--- src/rtl/button_conditioner.sv ---
// -----------------------------------------------------------------------------
// button_conditioner
//   Conditions a raw mechanical push-button: 2-flop synchronizer, optional
//   polarity inversion, then a 4-state debounce FSM producing a debounced
//   level plus one-clock press/release pulses. An optional long-press
//   detector pulses once when a press has been held for LONG_CYCLES clocks.
//
//   Optional feature macro: BUTTON_COND_LONGPRESS_EN
//     defined   -> long-press counter built, btn_long active
//     undefined -> no long counter, btn_long tied to 0
//
// Parameters
//   DEBOUNCE_CYCLES  stable clocks needed to accept a level change (>= 2)
//   LONG_CYCLES      press duration, in clocks after btn_rise, for btn_long
//   ACTIVE_LOW       1 = raw button reads 0 when pressed
//
// Ports
//   clk        system clock, rising edge
//   rst        asynchronous, active-high reset
//   btn_in     raw asynchronous bouncing button
//   btn_level  debounced pressed level (registered)
//   btn_rise   one-clock pulse on accepted press (registered)
//   btn_fall   one-clock pulse on accepted release (registered)
//   btn_long   one-clock pulse when a press reaches LONG_CYCLES (registered)
// -----------------------------------------------------------------------------
module button_conditioner #(
    parameter int DEBOUNCE_CYCLES = 120000,
    parameter int LONG_CYCLES     = 12000000,
    parameter int ACTIVE_LOW      = 0
) (
    input  logic clk,
    input  logic rst,
    input  logic btn_in,
    output logic btn_level,
    output logic btn_rise,
    output logic btn_fall,
    output logic btn_long
);

    // Elaboration-time sanity checks on the configuration.
    if (DEBOUNCE_CYCLES < 2) begin : g_bad_debounce
        $error("DEBOUNCE_CYCLES must be >= 2");
    end
    if (LONG_CYCLES <= DEBOUNCE_CYCLES) begin : g_bad_long
        $error("LONG_CYCLES must exceed DEBOUNCE_CYCLES");
    end

    localparam int   CW       = $clog2(DEBOUNCE_CYCLES);
    localparam logic [CW-1:0] CNT_LAST = CW'(DEBOUNCE_CYCLES - 1);
    // Raw value the button shows when released; synchronizer resets to it.
    localparam logic IDLE_RAW = (ACTIVE_LOW != 0);

    typedef enum logic [1:0] {
        IDLE         = 2'b00,
        PRESS_WAIT   = 2'b01,
        PRESSED      = 2'b10,
        RELEASE_WAIT = 2'b11
    } state_t;

    logic          sync1, sync2;
    logic          pressed;
    state_t        state, state_d;
    logic [CW-1:0] cnt, cnt_d;
    logic          level_d, rise_d, fall_d;

    // ---------------- synchronizer ----------------
    always_ff @(posedge clk or posedge rst) begin
        if (rst) begin
            sync1 <= IDLE_RAW;
            sync2 <= IDLE_RAW;
        end else begin
            sync1 <= btn_in;
            sync2 <= sync1;
        end
    end

    assign pressed = sync2 ^ IDLE_RAW;

    // ---------------- FSM state + registered outputs ----------------
    always_ff @(posedge clk or posedge rst) begin
        if (rst) begin
            state     <= IDLE;
            cnt       <= '0;
            btn_level <= 1'b0;
            btn_rise  <= 1'b0;
            btn_fall  <= 1'b0;
        end else begin
            state     <= state_d;
            cnt       <= cnt_d;
            btn_level <= level_d;
            btn_rise  <= rise_d;
            btn_fall  <= fall_d;
        end
    end

    // Counter stops at CNT_LAST (the transition fires there), so it never wraps.
    always_comb begin
        state_d = state;
        cnt_d   = cnt;
        level_d = btn_level;
        rise_d  = 1'b0;
        fall_d  = 1'b0;
        case (state)
            IDLE: begin
                if (pressed) begin
                    state_d = PRESS_WAIT;
                    cnt_d   = '0;
                end
            end
            PRESS_WAIT: begin
                if (!pressed) begin
                    state_d = IDLE;
                end else if (cnt == CNT_LAST) begin
                    state_d = PRESSED;
                    level_d = 1'b1;
                    rise_d  = 1'b1;
                end else begin
                    cnt_d = cnt + 1'b1;
                end
            end
            PRESSED: begin
                if (!pressed) begin
                    state_d = RELEASE_WAIT;
                    cnt_d   = '0;
                end
            end
            RELEASE_WAIT: begin
                if (pressed) begin
                    // Bounce during release: back to held, level stays 1.
                    state_d = PRESSED;
                end else if (cnt == CNT_LAST) begin
                    state_d = IDLE;
                    level_d = 1'b0;
                    fall_d  = 1'b1;
                end else begin
                    cnt_d = cnt + 1'b1;
                end
            end
            default: begin
                state_d = IDLE;
                cnt_d   = '0;
                level_d = 1'b0;
            end
        endcase
    end

`ifdef BUTTON_COND_LONGPRESS_EN
    // ---------------- long-press detector ----------------
    // Counts every clock spent in PRESSED/RELEASE_WAIT, i.e. starting the edge
    // after btn_rise, so the pulse lands LONG_CYCLES clocks after btn_rise.
    // Saturates at LONG_CYCLES so it fires at most once per press.
    localparam int LW = $clog2(LONG_CYCLES + 1);
    localparam logic [LW-1:0] LONG_MAX  = LW'(LONG_CYCLES);
    localparam logic [LW-1:0] LONG_LAST = LW'(LONG_CYCLES - 1);

    logic [LW-1:0] long_cnt;
    logic          held;

    assign held = (state == PRESSED) || (state == RELEASE_WAIT);

    always_ff @(posedge clk or posedge rst) begin
        if (rst) begin
            long_cnt <= '0;
            btn_long <= 1'b0;
        end else begin
            btn_long <= held && (long_cnt == LONG_LAST);
            if (state_d == IDLE)
                long_cnt <= '0;
            else if (held && long_cnt != LONG_MAX)
                long_cnt <= long_cnt + 1'b1;
        end
    end
`else
    assign btn_long = 1'b0;
`endif

endmodule

--- config.mk ---
export PLATFORM = sky130hd
export DESIGN_NAME = button_conditioner
export DESIGN_NICKNAME = d
export VERILOG_FILES = /design/src/rtl/button_conditioner.sv
export SDC_FILE = /design/constraint.sdc
export NUM_CORES = 1
export LEC_CHECK = 0
export ABC_AREA = 1
export CAP_MARGIN = 30
export CORE_MARGIN = 1.5
export CORE_UTILIZATION = 53
export DETAILED_ROUTE_END_ITERATION = 8
export PLACE_DENSITY = 0.7
export SETUP_SLACK_MARGIN = 0.1
export SKIP_LAST_GASP = 1
export SLEW_MARGIN = 20
export SYNTH_ARGS = -nofsm -noshare
export SYNTH_HDL_FRONTEND = slang
export SYNTH_SLANG_ARGS = --single-unit
--- constraint.sdc ---
create_clock -name clk -period 1.5 [get_ports clk]
set_input_delay 0.15 -clock clk [delete_from_list [all_inputs] [get_ports clk]]
set_output_delay 0.15 -clock clk [all_outputs]
set_load 0.05 [all_outputs]
==> results of run 1 <==
[per-layer routing]
layer | vias to the layer above | track usage [%] | share of wire [%]
met2 | 52 | 45.1 | 52
met4 | 0 | 11.1 | 1.6
li1 | 662 | - | -
met1 | 650 | 31.9 | 41
met3 | 8 | 5.28 | 5.6
met5 | - | 0 | 0
[timing repair]
action / CTS / global route
setup buffers: 4 / 0
pin swaps: 2 / 5
setup endpoints to repair: 18 / 22
resized for setup: 11 / 11
gates cloned: 2 / 1
[area by class of cell]
| class | count | share of cell area (%) |
|---|---|---|
| clock inverters | 1 | 1.66 |
| multi-input cells | 141 | 40.3 |
| inverters | 23 | 4.78 |
| repair buffers | 28 | 16.7 |
| well taps | 30 | 2.08 |
| clock buffers | 3 | 1.25 |
| flip-flops and latches | 24 | 33.2 |
[logic make-up after synthesis]
kind of cell             after synthesis  synth area share, %
AO/OA/AOI/OAI                         20                 8.46
XOR/XNOR                               6                 3.82
adder cells (fa/ha/maj)                1                0.909
buffers and inverters                 27                 8.73
flip-flops                            24                 43.6
other                                  1                0.272
AND/OR/NAND/NOR                      113                 34.2
[final timing paths]
check	from	end	slack, ns	cells after the start
worst max-delay path	cnt[15]	cnt[2]	-0.06	7
worst min-delay path	rst	cnt[8]	0.10	3
max in group asynchronous	rst	cnt[3]	1.22	3
min in group clk	btn_in	sync1	0.27	1
worst max register to register	cnt[15]	cnt[2]	-0.06	7
worst min register to register	sync1	pressed	0.36	0
[metrics by stage]
step / TNS, ns / utilization [%]
finish: -0.432 / 72.9
detailed placement: -0.0131 / 63.3
global route: -2.25 / 72.9
CTS: 0 / 70.7
global placement: 0 / 63.3
floorplan: 0 / -
[registers in the layout, summed over array words and instances, names as in the netlist, named ones only]
| signal | flops |
|---|---|
| cnt | 17 |
| btn_fall | 1 |
| btn_level | 1 |
| btn_rise | 1 |
| pressed | 1 |
| state | 1 |
| sync1 | 1 |
[where the power goes]
group / total (mW) / internal [mW] / leakage (nW) / switching, mW
sequential: 0.672 / 0.660 / 0.326 / 0.0113
combinational: 0.154 / 0.0759 / 0.474 / 0.0785
clock: 0.475 / 0.270 / 0.0279 / 0.205
total: 1.30 / 1.01 / 0.828 / 0.295
[critical path, stage by stage (launching register included)]
cell       delay (ns)
dfrtp_1          0.43
nand2_1          0.10
nor2_1           0.22
nand3_4          0.15
o21bai_4         0.19
buf_12           0.15
clkbuf_16        0.15
o21ai_1          0.06
[placed cells by master, fill, tap and decap left out]
cell type        instances
nand2_1                 50
nor2_1                  27
dfrtp_1                 24
inv_1                   23
buf_4                   20
nand3_1                 17
o21ai_0                  9
nand2_2                  6
xor2_1                   6
o21ai_1                  5
o21ai_2                  4
nor2_2                   3
clkbuf_4                 3
nor2_4                   2
nand4_1                  2
buf_16                   2
clkdlybuf4s50_1          2
buf_12                   2
nor3_1                   1
nor3b_2                  1
nand3_4                  1
o21bai_4                 1
nand3_2                  1
nor3b_1                  1
nand3b_1                 1
o21bai_1                 1
ha_2                     1
conb_1                   1
bufinv_16                1
clkbuf_16                1
buf_6                    1
==> flow_metrics.py, run 1 <==
metrics = {
    "die": {
        "die_y_um": 54.0,
        "die_w_um": 54.0,
        "rows": 18,
        "core_um2": 2480,
        "dieArea_um2": 2910,
        "io_pins": 7,
        "start_util_pct": 55.6,
    },
    "sta": {
        "hold_viol": 0,
        "finalSetupViolations": 16,
        "min_period_ns": 1.56,
        "fin_ws_ns": -0.0592,
        "fin_skew_ns": 0.0128,
        "rsz0062_at_grt": "true",
        "slew_violations": 0,
        "timing.fmax_ghz": 0.641,
        "fin_crit_sh_pct": 104,
        "holdWs_ns": 0.102,
    },
    "worst_setup_path": {
        "crit_type": "register to register",
        "worst_setup_path_end_kind": "register",
        "crit_required_ns": 1.72,
        "arrival_ns": 1.78,
        "crit_path_start_kind": "register",
        "path_max_fanout": 6,
    },
    "cells_and_area": {
        "fin_area_um2": 1810,
        "multiInputGateArea_um2": 728,
        "drive_gt1_share_pct": 22.7,
        "fin_cells": 250,
        "ff_latch_area_um2": 601,
        "antenna_cells": 0,
        "fin_nets": 225,
        "area_growth_pct": 31.3,
        "final.fill_count": 178,
    },
    "clock_tree": {
        "htreeDepth": 1,
        "numClockSinks": 24,
        "clk_latency_ns": 0.33,
        "cts_buffers": 3,
        "holdBufCountCts": 0,
        "clk_pin_slew_ns": 0.14,
        "clk_path_buf_depth": 2,
        "cts_tree": "yes",
        "cts-root-buf": "clkbuf_4",
    },
    "placed_design": {
        "dp.cells": 239,
        "io_buffer_count": 5,
        "placed_area_um2": 1570,
        "routabilityCongestion": 0.882,
        "post-place-ws_ns": -0.0102,
        "dp_hpwl_um": 2210,
    },
    "synthesis": {
        "synth_top_area_share_pct": 43.6,
        "seq_area_frac_synth_pct": 43.6,
        "synth_top_area_cell": "dfrtp_1",
        "synth_edf_count": 0,
        "synthTopCellsByCount": "nand2_1, nor2_1, dfrtp_1, inv_1, nand3_1",
        "avgSynthCellArea_um2": 7.17,
        "syn_inst": 192,
        "synthArstFlopShare_pct": 100,
        "netlist-cell-type-count": 20,
        "yosysWarnings": 0,
        "synth.most_common_cell": "nand2_1",
        "synth-main-ff-cell": "dfrtp_1",
        "yosys-top-cells-area": "dfrtp_1, nand2_1, nor2_1, nand3_1, inv_1",
        "synth_seq_cells": 24,
        "syn-cell-area_um2": 1380,
        "syn_nets": 196,
    },
    "job": {
        "maxCapViolCount": 0,
    },
    "run_status": {
        "violations": "negative setup slack",
        "status": "complete, but fails checks",
    },
    "detailed_routing": {
        "wl_per_cell_um": 14.5,
        "postRouteAntennaNets": 0,
        "wl_um": 3620,
        "drtPass1Iterations": 4,
        "drc_errors": 0,
        "vias": 1372,
        "via_per_inst": 5.49,
        "drtIter0Drc": 70,
    },
    "global_route": {
        "overflow": 0,
        "grt_max_degree": 15,
        "grt_pass1_vias": 1225,
        "grt_pass1_wl_um": 5490,
        "grt_antenna_before_repair": 0,
        "grt_usage_pct": 26.4,
    },
    "power": {
        "pwr_density_cell_nw_per_um2": 720,
        "cellLeakagePower_nw": 0.828,
        "max-vdd-ir-drop_mv": 0.668,
        "power.total_mw": 1.30,
    },
    "worst_hold_path": {
        "hold_path.class": "input port to asynchronous set/reset pin",
    },
}
(Power assumes the default switching activity.)
==> run 2, diff against run 1 <==
--- a/config.mk
+++ b/config.mk
@@ -7,7 +7,7 @@
 export LEC_CHECK = 0
 export ABC_AREA = 1
 export CAP_MARGIN = 30
-export CORE_MARGIN = 1.5
+export CORE_MARGIN = 5
 export CORE_UTILIZATION = 53
 export DETAILED_ROUTE_END_ITERATION = 8
 export PLACE_DENSITY = 0.7
==> run 2 against run 1 <==
Compared with the run above:
- the flow now finishes without violations
- largest power group unchanged
- critical path depth up 1
- wire length is 14% lower
- combinational power down 27%
==> flow_metrics.py, run 2 (same netlist as run 1, synthesis figures left out) <==
metrics = {
    "cells_and_area": {
        "largest_reg_flops": 17,
        "drive_gt1_share_pct": 20.6,
        "antenna_cells": 0,
        "fin_nets": 223,
        "final_common_cell": "nand2_1",
        "top_register": "cnt",
        "mostFrequentLayoutCells": "nand2_1, dfrtp_1, nor2_1",
        "area_growth_pct": 24.2,
        "fin_cells": 248,
    },
    "sta": {
        "timing.fmax_ghz": 0.693,
        "hold_viol": 0,
        "fin_crit_sh_pct": 96.2,
        "finalSetupViolations": 0,
        "rsz0062_at_grt": "true",
        "fin_skew_ns": 0.0112,
        "slew_violations": 0,
        "min_period_ns": 1.44,
        "holdWs_ns": 0.118,
    },
    "clock_tree": {
        "clk_path_buf_depth": 2,
        "clk_pin_slew_ns": 0.14,
        "cts_tree": "yes",
        "holdBufCountCts": 0,
        "cts_buffers": 3,
        "cts-root-buf": "clkbuf_4",
        "numClockSinks": 24,
        "clk_latency_ns": 0.32,
        "htreeDepth": 1,
    },
    "placed_design": {
        "io_buffer_count": 5,
        "routabilityCongestion": 0.891,
        "dp_hpwl_um": 2300,
        "dp.cells": 239,
    },
    "worst_setup_path": {
        "r2r-end": "cnt[2]",
        "reg2reg_from": "cnt[0]",
        "crit_chain": "ha_4 > nand2_4 > nor2_4 > nand3_4 > o21bai_4 > buf_12 > nand2_1 > o21ai_1",
        "crit_path_start_kind": "register",
        "critPathMaxStageDelay_ns": 0.42,
        "crit_required_ns": 1.75,
        "arrival_ns": 1.69,
        "r2r_cells": 8,
        "rrSetupSlack_ns": 0.06,
        "worst_setup_path_end_kind": "register",
        "worst-path-buf-inv": 1,
        "worst_path_max_delay_cell": "dfrtp_1",
        "crit_type": "register to register",
        "path_max_fanout": 25,
        "critPathTopFamily": "flip-flops",
    },
    "detailed_routing": {
        "drc_errors": 0,
        "via_per_inst": 5.18,
        "drtIter0Drc": 52,
        "drtPass1Iterations": 4,
        "wl_um": 3100,
        "vias": 1284,
        "wl_per_cell_um": 12.5,
        "postRouteAntennaNets": 0,
    },
    "die": {
        "start_util_pct": 55.6,
        "io_pins": 7,
        "die_y_um": 61.0,
        "die_w_um": 61.0,
        "dieArea_um2": 3720,
        "core_um2": 2480,
        "rows": 18,
    },
    "job": {
        "maxCapViolCount": 0,
    },
    "global_route": {
        "grt_pass1_wl_um": 5290,
        "overflow": 0,
        "grt_antenna_before_repair": 0,
        "grt_max_degree": 26,
        "grt_usage_pct": 19.4,
        "grt_pass1_vias": 1192,
    },
    "worst_hold_path": {
        "hold_path.class": "input port to asynchronous set/reset pin",
    },
    "power": {
        "cellLeakagePower_nw": 0.787,
        "pwr_density_cell_nw_per_um2": 662,
        "max-vdd-ir-drop_mv": 0.618,
    },
    "run_status": {
        "status": "finished, final reports clean",
    },
}
[run 2: worst reg2reg max path: cells and delay by family, from the launching register on]
| family | cells | cell delay (ns) |
|---|---|---|
| AO/OA/AOI/OAI | 2 | 0.25 |
| adder cells (fa/ha/maj) | 1 | 0.18 |
| buffers and inverters | 1 | 0.18 |
| flip-flops | 1 | 0.42 |
| AND/OR/NAND/NOR | 4 | 0.37 |
[run 2: how the worst max path moves through the flow]
stage          startpoint       to  slack [ns]  cells past startpoint
2_1_floorplan      cnt[0]  cnt[14]        0.10                      7
3_3_place_gp       cnt[0]  cnt[13]        0.07                      7
3_5_place_dp       cnt[0]   cnt[5]      0.0004                      8
4_1_cts            cnt[1]   cnt[5]        0.05                      8
5_1_grt            cnt[0]   cnt[1]       -0.05                      8
6_report           cnt[0]   cnt[2]        0.06                      8
[run 2: timing repair]
item	in CTS	in global routing
endpoints found under the setup margin	18	22
pin swaps	6	3
buffers inserted	2	2
gates cloned	1	0
resized for setup	10	10
[run 2: final cells by class]
class	instances	area (µm²)
tap	30	37.5
sequential	24	601
multi-input combinational	142	739
timing repair buffer	25	209
clock buffer	4	36.3
fill	196	768
inverter	23	86.3
[run 2: where the power goes]
part | total, mW | switching [mW] | leakage [nW] | internal, mW
Sequential | 0.675 | 0.0147 | 0.326 | 0.660
Clock | 0.344 | 0.196 | 0.0210 | 0.148
Combinational | 0.112 | 0.0644 | 0.440 | 0.0477
Total | 1.13 | 0.275 | 0.787 | 0.857
[run 2: stage by stage]
stage	setup slack (ns)	power (mW)	utilization (%)	TNS, ns	cell area, µm²
finish	0.0573	1.13	69.0	0	1710
CTS	0.0506	1.14	66.9	0	1660
global route	-0.0473	1.19	69.0	-0.301	1710
global placement	0.0740	0.782	63.3	0	1570
detailed placement	0.000400	0.787	63.3	0	1570
floorplan	0.101	0.747	-	0	1390
[run 2: metal layers]
| metal | GRT usage, % | up-vias | wire length (µm) |
|---|---|---|---|
| li1 | - | 660 | - |
| met1 | 25.0 | 579 | 1380 |
| met2 | 32.4 | 40 | 1490 |
| met3 | 4.26 | 5 | 193 |
| met4 | 6.50 | 0 | 38 |
| met5 | 0 | - | 0 |
==> run 3, diff against run 2 <==
--- a/config.mk
+++ b/config.mk
@@ -7,10 +7,12 @@
 export LEC_CHECK = 0
 export ABC_AREA = 1
 export CAP_MARGIN = 30
+export CELL_PAD_IN_SITES_DETAIL_PLACEMENT = 1
+export CELL_PAD_IN_SITES_GLOBAL_PLACEMENT = 1
 export CORE_MARGIN = 5
-export CORE_UTILIZATION = 53
+export CORE_UTILIZATION = 43
 export DETAILED_ROUTE_END_ITERATION = 8
-export PLACE_DENSITY = 0.7
+export PLACE_DENSITY = 0.74
 export SETUP_SLACK_MARGIN = 0.1
 export SKIP_LAST_GASP = 1
 export SLEW_MARGIN = 20
==> constraint.sdc (replaced) <==
create_clock -name clk -period 1.6 [get_ports clk]
set_input_delay 0.16 -clock clk [delete_from_list [all_inputs] [get_ports clk]]
set_output_delay 0.16 -clock clk [all_outputs]
set_load 0.05 [all_outputs]
==> run 3 against run 2 <==
Compared with the run above:
- total power up 11%
- critical path depth up 1
- combinational power rose by 45%
- critical endpoint is now cnt[11]
- design area increased by 11%
- register-to-register slack lost 0.05 ns
- wire length increased by 41%
- sequential share of layout area is 3.4 points lower
- die area is 19% higher
- sequential power shrank 5.9%
- critical path type unchanged
- flip-flop and latch count did not move
- clock power grew 35%
- highest routed layer unchanged
==> flow_metrics.py, run 3 (same netlist as run 1, synthesis figures left out) <==
metrics = {
    "clock_tree": {
        "clk_path_buf_depth": 2,
        "numClockSinks": 24,
        "cts_tree": "yes",
        "clk_pin_slew_ns": 0.15,
        "clk_latency_ns": 0.34,
        "htreeDepth": 1,
        "cts_buffers": 3,
        "cts-root-buf": "clkbuf_4",
        "holdBufCountCts": 0,
    },
    "die": {
        "io_pins": 7,
        "rows": 20,
        "start_util_pct": 45.1,
        "die_y_um": 66.6,
        "dieArea_um2": 4430,
        "core_um2": 3050,
        "die_w_um": 66.6,
    },
    "sta": {
        "holdWs_ns": 0.171,
        "finalSetupViolations": 0,
        "timing.fmax_ghz": 0.629,
        "fin_skew_ns": 0.00498,
        "min_period_ns": 1.59,
        "rsz0062_at_grt": "true",
        "slew_violations": 0,
        "hold_viol": 0,
        "fin_crit_sh_pct": 99.4,
        "fin_ws_ns": 0.00971,
    },
    "power": {
        "max-vdd-ir-drop_mv": 0.485,
        "cellLeakagePower_nw": 0.852,
        "power.total_mw": 1.26,
        "pwr_density_cell_nw_per_um2": 663,
    },
    "cells_and_area": {
        "area_growth_pct": 38.3,
        "largest_reg_flops": 17,
        "mostFrequentLayoutCells": "nand2_1, nor2_1, inv_1",
        "antenna_cells": 0,
        "fin_cells": 264,
        "drive_gt1_share_pct": 31.8,
        "final_common_cell": "nand2_1",
        "final.fill_count": 366,
        "top_register": "cnt",
        "multiInputGateArea_um2": 815,
        "ff_latch_area_um2": 604,
        "fin_nets": 225,
    },
    "detailed_routing": {
        "highest_layer": "met4",
        "met3_wirelength_um": 102,
        "wl_um": 4360,
        "postRouteAntennaNets": 0,
        "drc_errors": 0,
        "wl_per_cell_um": 16.5,
        "drtPass1Iterations": 4,
        "via_per_inst": 5.11,
        "drt-met1-wl_um": 1870,
        "vias": 1350,
        "met2_length_um": 2320,
        "drtIter0Drc": 59,
    },
    "worst_setup_path": {
        "worst_path_max_delay_cell": "dfrtp_1",
        "critPathTopFamily": "flip-flops",
        "worst-path-buf-inv": 2,
        "crit_required_ns": 1.88,
        "crit_type": "register to register",
        "crit_path_start_kind": "register",
        "worst_setup_path_end_kind": "register",
        "crit_chain": "ha_4 > nand2_4 > nor2_4 > nand3_4 > o21bai_4 > buf_12 > clkbuf_16 > nand2_2 > o21ai_1",
        "critPathMaxStageDelay_ns": 0.43,
        "arrival_ns": 1.87,
        "path_max_fanout": 7,
    },
    "placed_design": {
        "dp.cells": 248,
        "routabilityCongestion": 0.799,
        "io_buffer_count": 5,
        "post-place-ws_ns": -0.0467,
        "dp_hpwl_um": 2680,
    },
    "worst_hold_path": {
        "hold_path.class": "input port to asynchronous set/reset pin",
    },
    "global_route": {
        "grt_pass1_wl_um": 6780,
        "grt_max_degree": 25,
        "overflow": 0,
        "grt_usage_pct": 20.6,
        "grt_pass1_vias": 1455,
        "grt_antenna_before_repair": 0,
    },
    "job": {
        "maxCapViolCount": 0,
    },
    "run_status": {
        "status": "finished, final reports clean",
    },
}
[run 3: what timing repair did]
| item | CTS | global route |
|---|---|---|
| endpoints found under the setup margin | 19 | 18 |
| cloned | 1 | 1 |
| gates resized for setup | 15 | 38 |
| pin swaps | 2 | 6 |
| buffers inserted | 4 | 6 |
[run 3: through the flow]
step	utilization, %	setup TNS, ns	cell area (µm²)
after floorplan	-	0	1380
after global placement	50.7	0	1550
after detailed placement	50.7	-0.109	1550
after CTS	56.4	0	1720
after global routing	62.3	-0.253	1900
final	62.3	0	1900
[run 3: routing by layer]
| metal | vias up | track usage, % |
|---|---|---|
| li1 | 656 | - |
| met1 | 664 | 23.7 |
| met2 | 21 | 39.0 |
| met3 | 9 | 1.85 |
| met4 | 0 | 7.61 |
| met5 | - | 0 |
[run 3: cell type report]
class | count | area share, %
clock buffer | 3 | 1.18
sequential | 24 | 31.8
inverter | 23 | 4.54
tap | 44 | 2.89
multi-input combinational | 141 | 42.8
clock inverter | 1 | 1.58
timing repair buffer | 28 | 15.3
[run 3: worst reg2reg max path: stages, from the launching register on]
cell       delay, ns
dfrtp_1         0.43
ha_4            0.18
nand2_4         0.06
nor2_4          0.15
nand3_4         0.13
o21bai_4        0.18
buf_12          0.14
clkbuf_16       0.15
nand2_2         0.05
o21ai_1         0.07
[run 3: report_power, final]
group,internal (mW),switching (mW),total [mW],leakage (nW)
clock,0.254,0.210,0.464,0.0279
sequential,0.620,0.0156,0.635,0.321
combinational,0.0789,0.0833,0.162,0.503
[run 3: final timing paths]
path / endpoint / slack [ns] / depth (start not counted) / startpoint
setup / recovery: cnt[11] / 0.01 / 9 / cnt[1]
hold / removal: cnt[10] / 0.17 / 3 / rst
setup reg to reg: cnt[11] / 0.01 / 9 / cnt[1]
hold reg to reg: pressed / 0.37 / 0 / sync1
max in group asynchronous: cnt[15] / 1.16 / 3 / rst
min in group clk: sync1 / 0.24 / 1 / btn_in
